### src/rtl/swsel_pkg.sv
// ============================================================================
// Package     : swsel_pkg
// Description : Shared constants, FSM state type and circular search helper
//               for the switch selection arbiter.
// Revision    : 1.0 - initial release
// ============================================================================
`default_nettype none

package swsel_pkg;

    localparam logic MODE_FIXED = 1'b0;
    localparam logic MODE_RR    = 1'b1;

    // Widest switch bank the search helper handles
    localparam int unsigned MAX_SW = 32;

    typedef enum logic [0:0] {
        IDLE = 1'b0,
        HOLD = 1'b1
    } sel_state_e;

    // Circular search over the lowest `width` bits of vec. The search visits
    // `count` positions starting at `start` (start < width) and wraps at width.
    // Returns the first set position found, or -1 when none of them is set.
    function automatic int circ_search(
        input logic [MAX_SW-1:0] vec,
        input int unsigned       start,
        input int unsigned       count,
        input int unsigned       width
    );
        int          hit;
        int unsigned pos;
        hit = -1;
        for (int unsigned k = 0; k < MAX_SW; k++) begin
            pos = start + k;
            if (pos >= width) begin
                pos = pos - width;
            end
            if ((k < count) && (hit < 0) && vec[pos[4:0]]) begin
                hit = int'(pos);
            end
        end
        return hit;
    endfunction

endpackage : swsel_pkg

`default_nettype wire

### src/rtl/switch_debounce.sv
// ============================================================================
// Module      : switch_debounce
// Description : Single-bit two-flop synchroniser followed by a debounce
//               counter. A change is accepted once the synchronised level has
//               differed from the accepted level for DEBOUNCE_CYCLES cycles.
// Revision    : 1.0 - initial release
// ============================================================================
`default_nettype none

module switch_debounce #(
    parameter int DEBOUNCE_CYCLES = 16
) (
    input  logic clk,
    input  logic reset_n,
    input  logic sw_i,
    output logic stable_o
);

    localparam int CNT_W = (DEBOUNCE_CYCLES > 1) ? $clog2(DEBOUNCE_CYCLES) : 1;
    localparam logic [CNT_W-1:0] CNT_LAST = CNT_W'(DEBOUNCE_CYCLES - 1);

    logic             sync1_q;
    logic             sync2_q;
    logic             stable_q;
    logic             stable_d;
    logic [CNT_W-1:0] cnt_q;
    logic [CNT_W-1:0] cnt_d;

    // Count mismatched cycles; accept the new level on the last one
    always_comb begin
        stable_d = stable_q;
        cnt_d    = '0;
        if (sync2_q != stable_q) begin
            if (cnt_q == CNT_LAST) begin
                stable_d = sync2_q;
            end else begin
                cnt_d = cnt_q + 1'b1;
            end
        end
    end

    // Synchroniser, accepted level and counter registers
    always_ff @(posedge clk or negedge reset_n) begin
        if (!reset_n) begin
            sync1_q  <= 1'b0;
            sync2_q  <= 1'b0;
            stable_q <= 1'b0;
            cnt_q    <= '0;
        end else begin
            sync1_q  <= sw_i;
            sync2_q  <= sync1_q;
            stable_q <= stable_d;
            cnt_q    <= cnt_d;
        end
    end

    assign stable_o = stable_q;

endmodule : switch_debounce

`default_nettype wire

### src/rtl/switch_select_arbiter.sv
// ============================================================================
// Module      : switch_select_arbiter
// Description : Synchronises and debounces N_SW slide switches and produces a
//               registered one-hot / binary selection using fixed-priority
//               (highest index) or round-robin arbitration.
//               Build option: define SWSEL_DEBOUNCE_EN to instantiate the
//               per-switch debounce counters; otherwise the synchronised
//               levels feed the arbiter directly.
// Revision    : 1.0 - initial release
// ============================================================================
`default_nettype none

module switch_select_arbiter
    import swsel_pkg::*;
#(
    parameter  int N_SW            = 8,
    parameter  int DEBOUNCE_CYCLES = 16,
    localparam int IDX_W           = $clog2(N_SW)
) (
    input  logic             clk,
    input  logic             reset_n,
    input  logic [N_SW-1:0]  sw,
    input  logic             mode,
    input  logic             advance,
    output logic [N_SW-1:0]  sel_onehot,
    output logic [IDX_W-1:0] sel_idx,
    output logic             sel_valid,
    output logic             sel_changed
);

    logic [N_SW-1:0] stable;

    // Unsupported configurations leave this empty marker in the hierarchy
    if ((DEBOUNCE_CYCLES < 1) || (N_SW < 2) || (N_SW > 32)) begin : g_unsupported_cfg
    end

`ifdef SWSEL_DEBOUNCE_EN
    for (genvar i = 0; i < N_SW; i++) begin : g_debounce
        switch_debounce #(
            .DEBOUNCE_CYCLES(DEBOUNCE_CYCLES)
        ) u_debounce (
            .clk      (clk),
            .reset_n  (reset_n),
            .sw_i     (sw[i]),
            .stable_o (stable[i])
        );
    end
`else
    logic [N_SW-1:0] sync1_q;
    logic [N_SW-1:0] sync2_q;

    // Two-flop synchroniser only; its output is taken as the accepted level
    always_ff @(posedge clk or negedge reset_n) begin
        if (!reset_n) begin
            sync1_q <= '0;
            sync2_q <= '0;
        end else begin
            sync1_q <= sw;
            sync2_q <= sync1_q;
        end
    end

    assign stable = sync2_q;
`endif

    sel_state_e       state_q;
    sel_state_e       state_d;
    logic [IDX_W-1:0] sel_idx_q;
    logic [IDX_W-1:0] sel_idx_d;
    logic [N_SW-1:0]  onehot_q;
    logic [N_SW-1:0]  onehot_d;
    logic             changed_q;
    logic             changed_d;
    logic [IDX_W-1:0] hi_idx;
    int unsigned      rr_start;
    int               hit;

    // Highest-index active switch for fixed-priority mode
    always_comb begin
        hi_idx = '0;
        for (int i = 0; i < N_SW; i++) begin
            if (stable[i]) begin
                hi_idx = IDX_W'(i);
            end
        end
    end

    // Selection FSM: next state, next index and change detection
    always_comb begin
        state_d   = state_q;
        sel_idx_d = sel_idx_q;
        hit       = -1;
        rr_start  = (sel_idx_q == IDX_W'(N_SW - 1)) ? 0 : int'(sel_idx_q) + 1;
        if (stable == '0) begin
            state_d   = IDLE;
            sel_idx_d = '0;
        end else if (mode == MODE_FIXED) begin
            state_d   = HOLD;
            sel_idx_d = hi_idx;
        end else begin
            case (state_q)
                IDLE: begin
                    // Entry picks the first active bit at or after the last index
                    hit = circ_search(MAX_SW'(stable), int'(sel_idx_q), N_SW, N_SW);
                    if (hit >= 0) begin
                        state_d   = HOLD;
                        sel_idx_d = IDX_W'(hit);
                    end
                end
                HOLD: begin
                    // A drop and an advance together still cost one step only
                    if (!stable[sel_idx_q] || advance) begin
                        hit = circ_search(MAX_SW'(stable), rr_start, N_SW - 1, N_SW);
                        if (hit >= 0) begin
                            sel_idx_d = IDX_W'(hit);
                        end else if (!stable[sel_idx_q]) begin
                            state_d   = IDLE;
                            sel_idx_d = '0;
                        end
                    end
                end
                default: begin
                    state_d   = IDLE;
                    sel_idx_d = '0;
                end
            endcase
        end
        onehot_d  = N_SW'(1) << sel_idx_d;
        changed_d = (sel_idx_d != sel_idx_q) || (state_d != state_q);
    end

    // Selection output registers
    always_ff @(posedge clk or negedge reset_n) begin
        if (!reset_n) begin
            state_q   <= IDLE;
            sel_idx_q <= '0;
            onehot_q  <= N_SW'(1);
            changed_q <= 1'b0;
        end else begin
            state_q   <= state_d;
            sel_idx_q <= sel_idx_d;
            onehot_q  <= onehot_d;
            changed_q <= changed_d;
        end
    end

    assign sel_onehot  = onehot_q;
    assign sel_idx     = sel_idx_q;
    assign sel_valid   = (state_q == HOLD);
    assign sel_changed = changed_q;

endmodule : switch_select_arbiter

`default_nettype wire

### config.mk
export PLATFORM = sky130hd
export DESIGN_NAME = switch_select_arbiter
export DESIGN_NICKNAME = d
export VERILOG_FILES = /design/src/rtl/swsel_pkg.sv /design/src/rtl/switch_debounce.sv /design/src/rtl/switch_select_arbiter.sv
export SDC_FILE = /design/constraint.sdc
export NUM_CORES = 1
export LEC_CHECK = 0
export BUFFER_PORTS_ARGS = -buffer_cell sky130_fd_sc_hd__buf_4
export CORE_MARGIN = 8
export CORE_UTILIZATION = 35
export CTS_CLUSTER_DIAMETER = 80
export DETAILED_ROUTE_END_ITERATION = 8
export GPL_ROUTABILITY_DRIVEN = 0
export HOLD_SLACK_MARGIN = 0.06
export PLACE_DENSITY_LB_ADDON = 0.1
export SLEW_MARGIN = 20
export SYNTH_ARGS = -nofsm -noshare
export SYNTH_HDL_FRONTEND = slang
export SYNTH_SLANG_ARGS = --single-unit
### constraint.sdc
create_clock -name clk -period 6.2 [get_ports clk]
set_input_delay 0.31 -clock clk [delete_from_list [all_inputs] [get_ports clk]]
set_output_delay 0.31 -clock clk [all_outputs]
set_load 0.05 [all_outputs]
Word level (Yosys, flattened, before mapping)
Index checks and enable logic that the tools add are counted.
Cells by class
  shifts and indexed selects: 1
  bitwise operators: 1
  order comparisons: 46
  reduce and logical (&&, ||, !) cells: 17
  $add $sub $neg: 29
  equal/unequal tests: 3
  mux-type cells: 188
Operators with widths (count)
  32-bit 2-to-1 mux: 134
  32-bit by 1-bit less-than comparator with 1-bit output (second input constant): 13
  5-bit by 6-bit less-than comparator with 1-bit output (second input constant): 15
  1-bit binary-select mux with 5-bit select: 15
  32-bit by 1-bit greater-or-equal comparator with 1-bit output (second input constant): 2
  4-bit by 4-bit subtractor with 5-bit output (second input constant): 8
  3-bit 2-to-1 mux: 12
  5-bit by 4-bit subtractor with 6-bit output (second input constant): 6
  4-bit greater-or-equal comparator (second input constant): 8
  5-bit by 4-bit greater-or-equal comparator with 1-bit output (second input constant): 6
  1-bit 2-to-1 mux: 23
  3-bit by 3-bit adder with 4-bit output (second input constant): 4
  4-bit by 3-bit adder with 5-bit output (second input constant): 3
  1-bit logical AND: 13
  4-bit by 2-bit adder with 5-bit output (second input constant): 2
  3-bit by 1-bit adder with 4-bit output (second input constant): 2
  3-bit by 2-bit adder with 4-bit output (second input constant): 2
  8-bit logical NOT: 1
  1-bit by 3-bit left shift with 8-bit output (first input constant): 1
  3-bit case mux with 2 select lines: 1
  4-bit by 1-bit adder with 5-bit output (second input constant): 1
  3-bit by 4-bit subtractor with 5-bit output (second input constant): 1
  3-bit by 4-bit greater-or-equal comparator with 1-bit output (second input constant): 1
  3-bit by 4-bit less-than comparator with 1-bit output (second input constant): 1
  other kinds (9): 10
Storage, ports and cells
  output and inout port bits: 13
  input port bits: 12
  word-level logic and storage cells: 291
  register bits after elaboration: 29

Depth between registers and ports, before layout
Gate-level depths: netlist of run 1.
  depth in word-level cells: 65
  mapped depth: 24
  mapped depth without buffers: 20

Worst setup path before layout of run 1
No wires, ideal clock.
  path type: register -> register
  start: register sel_idx_q[1], in the netlist sel_idx[1]
  end: register changed_q, in the netlist sel_changed
  cell stages (with the launch flop): 23
  arrival time: 5.250 ns
  path slack: 0.811 ns
  data required time: 6.061 ns
  period minus slack after synthesis: 5.389 ns
  library setup time: 0.139 ns
  buffers on the path: 4
  path through: dfrtp_1 > buf_2 > clkbuf_1 > inv_1 > ha_1 > nand2b_1 > buf_2 > inv_1 > ha_1 > clkbuf_1 > mux2i_1 > nor2_1 > inv_1 > ha_1 > nand2_1 > o31ai_1 > a21boi_1 > o21ai_0 > a21boi_0 > o2111a_1 > o31ai_1 > nor3b_1 > or4_1
Between the ends
  longest elaborated chain between the ends: 65
  elaborated cells between the ends (all ways): 259
  classes of those cells: add/sub: 29; order compare: 30; eq/ne: 3; mux: 181; reduce/logical: 16
Ends and longest elaborated chain
  from (decl): line switch_select_arbiter.sv:68  | logic [IDX_W-1:0] sel_idx_q;
  from (signal assigned): line switch_select_arbiter.sv:141  | sel_idx_q <= sel_idx_d;
  3-bit by 1-bit adder with 4-bit output / 3-bit == test (equally long branches): line swsel_pkg.sv:35, switch_select_arbiter.sv:93
  4-bit 2-to-1 mux: line switch_select_arbiter.sv:93  | rr_start = (sel_idx_q == IDX_W'(N_SW - 1)) ? 0 : int'(sel_idx_q) + 1;
  4-bit by 4-bit subtractor with 5-bit output / 4-bit greater-or-equal comparator (equally long branches): line swsel_pkg.sv:37, swsel_pkg.sv:36
  32-bit 2-to-1 mux: line swsel_pkg.sv:36  | if (pos >= width) begin
  32-bit 2-to-1 mux: line switch_select_arbiter.sv:112  | if (!stable[sel_idx_q] || advance) begin
  32-bit 2-to-1 mux: line switch_select_arbiter.sv:101  | case (state_q)
  32-bit 2-to-1 mux: line switch_select_arbiter.sv:97  | end else if (mode == MODE_FIXED) begin
  32-bit 2-to-1 mux: line switch_select_arbiter.sv:94  | if (stable == '0) begin
  [... 50 more ...]
  3-bit 2-to-1 mux / 1-bit 2-to-1 mux (equally long branches): line switch_select_arbiter.sv:114  | if (hit >= 0) begin
  3-bit 2-to-1 mux / 1-bit 2-to-1 mux (equally long branches): line switch_select_arbiter.sv:112
  3-bit case mux with 2 select lines / 1-bit case mux with 2 select lines (equally long branches): line switch_select_arbiter.sv:101
  3-bit 2-to-1 mux / 1-bit 2-to-1 mux (equally long branches): line switch_select_arbiter.sv:97
  3-bit 2-to-1 mux / 1-bit 2-to-1 mux (equally long branches): line switch_select_arbiter.sv:94
  3-bit inequality test / 1-bit inequality test (equally long branches): line switch_select_arbiter.sv:129  | changed_d = (sel_idx_d != sel_idx_q) || (state_d != state_q);
  1-bit logical OR *: line switch_select_arbiter.sv:129
  net changed_d: line switch_select_arbiter.sv:73  | logic changed_d;
  to (signal assigned): line switch_select_arbiter.sv:143  | changed_q <= changed_d;
  to (decl): line switch_select_arbiter.sv:72  | logic changed_q;
The timed path passes the listed nets; every way through them passes the cells marked *. The select of a mux whose other input is x is not followed.

Worst setup path in the final report of run 1
  start: register sel_idx_q[0], in the netlist sel_idx[0]
  end: register changed_q, in the netlist sel_changed
Same word-level chain as after synthesis.

==> results of run 1 <==
-- metal layers --
layer	up-vias	global-route usage [%]	wire (µm)
li1	1538	-	-
met1	1553	20.4	4680
met2	113	28.1	5200
met3	23	2.37	482
met4	0	7.81	302
met5	-	0	0
-- kinds of logic after synthesis --
| kind of cell | after synthesis | synth area share, % |
|---|---|---|
| adders and majority gates | 20 | 7.35 |
| muxes | 42 | 17.0 |
| buffers and inverters | 54 | 6.58 |
| AOI/OAI and AO/OA | 123 | 26.0 |
| xor gates and xnor gates | 6 | 1.54 |
| and+or+nand+nor | 123 | 20.1 |
| DFF | 29 | 21.3 |
| other | 1 | 0.110 |
-- cells in the mapped netlist (3+ instances only) --
cell type and number:
a211o_1 3, xnor2_1 6, clkbuf_1 16, mux2_2 8, a211oi_1 4, nor3_1 7
nor2_1 28, a21oi_1 16, mux4_2 12, o211ai_1 11, a221oi_1 3, nand3_1 5
inv_1 26, a21boi_0 5, and2_1 4, a22oi_1 3, nor3b_1 6, nand2_1 30
buf_2 5, o22ai_1 4, nor4_1 5, o2111ai_1 4, dfrtp_1 28, nand3b_1 7
nand2b_1 7, o31ai_1 5, mux2i_1 22, o21ai_0 29, ha_1 20, a31oi_1 4
or2_2 3, and3_1 4
-- worst paths after layout --
kind | endpoint | slack [ps]
min in group asynchronous | sel_onehot[6]$_DFF_PN0_ | 490
worst max-delay path | sel_changed$_DFF_PN0_ | 760
worst min-delay path | sync1_q[2]$_DFF_PN0_ | 140
worst max register to register | sel_changed$_DFF_PN0_ | 760
max in group asynchronous | sel_onehot[0]$_DFF_PN1_ | 5400
worst min register to register | stable[6]$_DFF_PN0_ | 350
-- layout by cell type (no fill, tap or decap), types with 5 or more instances in the layout --
cell      Yosys  final
o31ai_1       5      5
nand2b_1      7      7
a21oi_1      16     16
ha_1         20     20
nand3b_1      7      7
nor3b_1       6      6
nor4_1        5      5
mux2i_1      22     22
nand2_1      30     30
clkbuf_8      0      6
mux4_2       12     12
nor2_1       28     28
buf_4         2     31
nor3_1        7      7
dfrtp_1      28     28
a21boi_0      5      5
mux2_2        8      8
inv_1        26     26
xnor2_1       6      6
o21ai_0      29     29
o211ai_1     11     11
nand3_1       5      5
-- what timing repair did --
item / in CTS / in global routing
endpoints found under the hold margin: 28 / 0
resized for setup: 0 / 0
hold buffers: 1 / 0
-- through the flow --
stage,area (µm²),instances
detailed placement,3690,538
finish,3790,546
global route,3790,546
CTS,3790,546
global placement,3690,538
floorplan,3410,398
-- final cells by class --
class | instances | share of cell area, %
tap | 133 | 4.39
multi-input combinational | 315 | 64.8
inverter | 30 | 2.97
sequential | 29 | 19.2
timing repair buffer | 32 | 6.40
clock buffer | 7 | 2.28
-- sequential cells by signal, summed over array words and instances (netlist names) --
signal / cells
sync1_q: 8
stable: 8
sel_changed: 1
sel_idx: 3
sel_onehot: 8
sel_valid: 1
==> metrics.yaml, run 1 <==
run_status:
  status: "complete, no violations"
synthesis:
  synth_area_leader_cell: "dfrtp_1"
  ys_seq_area_share_pct: 21.3
  synth_area_leaders: "dfrtp_1 (21%), mux4_2 (7.9%), ha_1 (7.3%), mux2i_1 (6.5%), o21ai_0 (4.3%)"
  synth_top_area_share_pct: 20.6
  synth_ff_type: "dfrtp_1"
  synth_edf_count: 0
  synth_seq_cells: 29
  synthCells: 398
  yosysUniqueCellTypes: 78
  yosysWarnings: 0
  ys_async_sr_fraction_pct: 100
  avgSynthCellArea_um2: 8.56
  synth_nets: 430
  syn_area_mm2: 0.00341
grt:
  antenna_found_initial: 0
  grt_pass1_vias: 3250
  grt.total_usage_pct: 16.6
  grt_max_degree: 30
  grt_pass1_wl_um: 17300
  grt-ovfl-total: 0
floorplan:
  die-width_um: 115
  num_rows: 36
  dieArea_mm2: 0.0131
  start_util_pct: 35.5
  ios: 25
  core_mm2: 0.00959
  die_h_um: 115
worst_setup_path:
  critPathArrivalTime_ps: 5590
  reg2regPathDepth: 16
  reg2reg_from: "sel_idx[0]$_DFF_PN0_"
  crit_start: "sel_idx[0]$_DFF_PN0_"
  crit_required_ps: 6350
  cp_common_cell: "ha_1"
  critPathSlowestCell: "ha_1"
  crit_chain: "ha_1 -> ha_1 -> ha_1 -> mux2i_1 -> nor2_1 -> inv_1 -> ha_1 -> nand2_1 -> o31ai_1 -> a21boi_1 -> o21ai_0 -> a21boi_0 -> o2111a_1 -> o31ai_1 -> nor3b_1 -> or4_1"
  start_kind: "flip-flop"
  cp_max_fo: 15
  cp_num_buf_inv: 1
  end_kind: "flip-flop"
  path_depth: 16
  cpPeakStageDelay_ps: 660
  crit_type: "flip-flop to flip-flop"
  critPathTopFamily: "compound AO/OA/AOI/OAI gates"
routing:
  ant_nets: 0
  vias_per_cell: 5.91
  first_iter_violations: 221
  vias: 3227
  routed_wl_um: 10700
  remaining_drc_errors: 0
  dr.pass1.iters: 4
  wire_per_inst_um: 19.5
placement:
  place_ws_ps: 862
  dpl.hpwl_um: 8060
  portBuffers: 24
sta:
  fin_setup_tns_ps: 0
  rsz0062_at_grt: "no"
  report.final.hold_viol_count: 0
  slew_violations: 0
  whs_ps: 144
  worst_slack_ps: 758
  setup_violations: 0
  period_needed_ps: 5440
  clock.fmax_ghz: 0.184
  clock_skew_ps: 8.10
  fin_crit_sh_pct: 87.8
  slew_headroom_pct: 36.1
  tightest_slew_ps: 952
finish:
  finish.utilization_pct: 39.5
  multi_input_area_mm2: 0.00245
  diodes: 0
  area_growth_pct: 11.3
  num-nets-final: 445
  drive_gt1_share_pct: 18.4
  nFillCells: 968
  ff_latch_area_um2: 727
cts:
  cts_setup_buffers: 0
  cts_buffers: 5
  cts_tree: "yes"
  clock-root-buffer: "clkbuf_8"
  cts_num_sinks: 29
  clock_latency_ps: 270
  clockBufferDepth: 2
  path_clk_slew_ps: 60
  cts-htree-levels: 2
min_path:
  worstHoldStart: "sw[2]"
  min_path_cells: 1
  min_path_type: "input pin to flip-flop"
job:
  cap_violations: 0
Power of run 1 is left out: the tool's default activity adds up to more than one toggle a clock period on the data nets, which glitch-free logic cannot reach.
==> inputs of run 2 (changes only) <==
- CORE_ASPECT_RATIO: default -> 0.8
==> run 2 against run 1 <==
Worst setup slack lost 77 ps. Sequential cell count is the same. Routed wire length is 3.2% lower. Via count grew 1.2%. First-iteration DRC count rose by 65%.
==> metrics.yaml, run 2 (synthesis gave the netlist of run 1 again) <==
floorplan:
  start_util_pct: 35.6  # +0.093 points
  num_rows: 32  # -11%
  ios: 25  # unchanged
  core_mm2: 0.00957  # -0.26%
  dieArea_mm2: 0.0132  # +0.15%
  die_h_um: 104  # -9.1%
  die-width_um: 126  # +10%
cts:
  clockBufferDepth: 2  # unchanged
  cts_hold_buffers: 1  # unchanged
  cts_resized: 0  # unchanged
  cts-htree-levels: 2  # unchanged
  cts_num_sinks: 29  # unchanged
  clock-root-buffer: "clkbuf_16"
  clock_latency_ps: 270  # about the same
  cts_setup_buffers: 0  # unchanged
  path_clk_slew_ps: 50  # about the same
  cts_buffers: 5  # unchanged
  cts_tree: "yes"
worst_setup_path:
  start_kind: "flip-flop"
  critPathSlowestCell: "ha_1"
  crit_chain: "buf_4 -> ha_1 -> ha_1 -> ha_1 -> mux2i_1 -> nor2_1 -> inv_1 -> ha_1 -> nand2_1 -> o31ai_1 -> a21boi_1 -> o21ai_0 -> a21boi_0 -> o2111a_1 -> o31ai_1 -> nor3b_1 -> or4_1"
  critPathArrivalTime_ps: 5650  # +60 ps
  cp_max_fo: 22  # +7
  cp_num_buf_inv: 2  # +1
  critPathTopFamily: "compound AO/OA/AOI/OAI gates"
  end_kind: "flip-flop"
  cp_common_cell: "ha_1"
  crit_type: "flip-flop to flip-flop"
  crit_required_ps: 6330  # -20 ps
  cpPeakStageDelay_ps: 700  # +40 ps
placement:
  dpl.hpwl_um: 7760  # -3.7%
  portBuffers: 24  # unchanged
sta:
  fin_crit_sh_pct: 89.0  # +1.2 points
  report.final.hold_viol_count: 0  # unchanged
  clock_skew_ps: 3.14  # -4.96 ps
  fin_setup_tns_ps: 0  # unchanged
  setup_violations: 0  # unchanged
  slew_headroom_pct: 32.6  # -3.5 points
  tightest_slew_ps: 1000  # +52.4 ps
  slew_violations: 0  # unchanged
  clock.fmax_ghz: 0.181  # -1.4%
  rsz0062_at_grt: "no"
  period_needed_ps: 5520  # +76.8 ps
routing:
  wire_per_inst_um: 19.4  # -0.47%
  vias: 3267  # +1.2%
  remaining_drc_errors: 0  # unchanged
  first_iter_violations: 365  # +65%
  routed_wl_um: 10300  # -3.2%
  dr.pass1.iters: 5  # +1
  ant_nets: 0  # unchanged
  vias_per_cell: 6.15  # +4.1%
finish:
  diodes: 0  # unchanged
  drive_gt1_share_pct: 18.4  # +0.045 points
  ff_latch_area_um2: 727  # unchanged
  num-nets-final: 443  # -0.45%
  multi_input_area_mm2: 0.00245  # unchanged
  area_growth_pct: 13.0
  nFillCells: 929  # -4.0%
  layout_common_cells: "nand2_1 (30), o21ai_0 (29), buf_4 (29), nor2_1 (28), dfrtp_1 (28)"
  layout_commonest_cell: "nand2_1"
job:
  cap_violations: 0  # unchanged
run_status:
  status: "complete, no violations"
grt:
  grt-ovfl-total: 0  # unchanged
  grt_pass1_wl_um: 17300  # -0.20%
  antenna_found_initial: 0  # unchanged
  grt_pass1_vias: 3247  # -0.092%
  grt_max_degree: 39  # +30%
  grt.total_usage_pct: 15.8  # -0.80 points
min_path:
  min_path_type: "input pin to flip-flop"
[run 2: cell count changes in the layout (fill, tap and decap cells not counted), sizes merged]
cell,before,now
clkinvlp,0,1
clkbuf,7,6
buf,31,29
bufinv,0,1
[run 2: path summary, 6_finish.rpt]
| check | from | endpoint | slack, ps | depth (start not counted) |
|---|---|---|---|---|
| min | sw[2] | sync1_q[2]$_DFF_PN0_ | 150 | 1 |
| max reg2reg | sel_idx[1]$_DFF_PN0_ | sel_changed$_DFF_PN0_ | 680 | 17 |
| max | sel_idx[1]$_DFF_PN0_ | sel_changed$_DFF_PN0_ | 680 | 17 |
| min reg2reg | sync1_q[5]$_DFF_PN0_ | stable[5]$_DFF_PN0_ | 340 | 0 |
| max in group asynchronous | reset_n | sel_onehot[0]$_DFF_PN1_ | 5400 | 2 |
| min in group asynchronous | reset_n | stable[7]$_DFF_PN0_ | 490 | 2 |
[run 2: cell type report]
class                      count  area share [%]
multi-input combinational    315            63.8
clock buffer                   6            3.61
timing repair buffer          30            5.92
sequential                    29            18.9
tap                          119            3.87
inverter                      30            2.93
clock inverter                 2           0.976
[run 2: through the flow]
stage / setup slack (ps) / hold slack (ps) / cells / cell area [µm²] / utilization (%)
after global placement: 822 / 251 / 522 / 3660 / 38.3
after floorplan: 811 / 14.4 / 398 / 3410 / -
after global routing: 301 / 136 / 531 / 3850 / 40.2
final: 681 / 146 / 531 / 3850 / 40.2
after detailed placement: 829 / 252 / 522 / 3660 / 38.3
after CTS: 813 / 138 / 531 / 3850 / 40.2
[run 2: routing by layer]
| layer | global-route usage [%] | vias to the layer above | wire length, µm |
|---|---|---|---|
| met2 | 23.6 | 145 | 4500 |
| met4 | 3.94 | 0 | 53 |
| met3 | 1.95 | 6 | 817 |
| met5 | 0 | - | 0 |
| met1 | 23.4 | 1579 | 4950 |
| li1 | - | 1537 | - |
Power of run 2 is left out for the same reason.
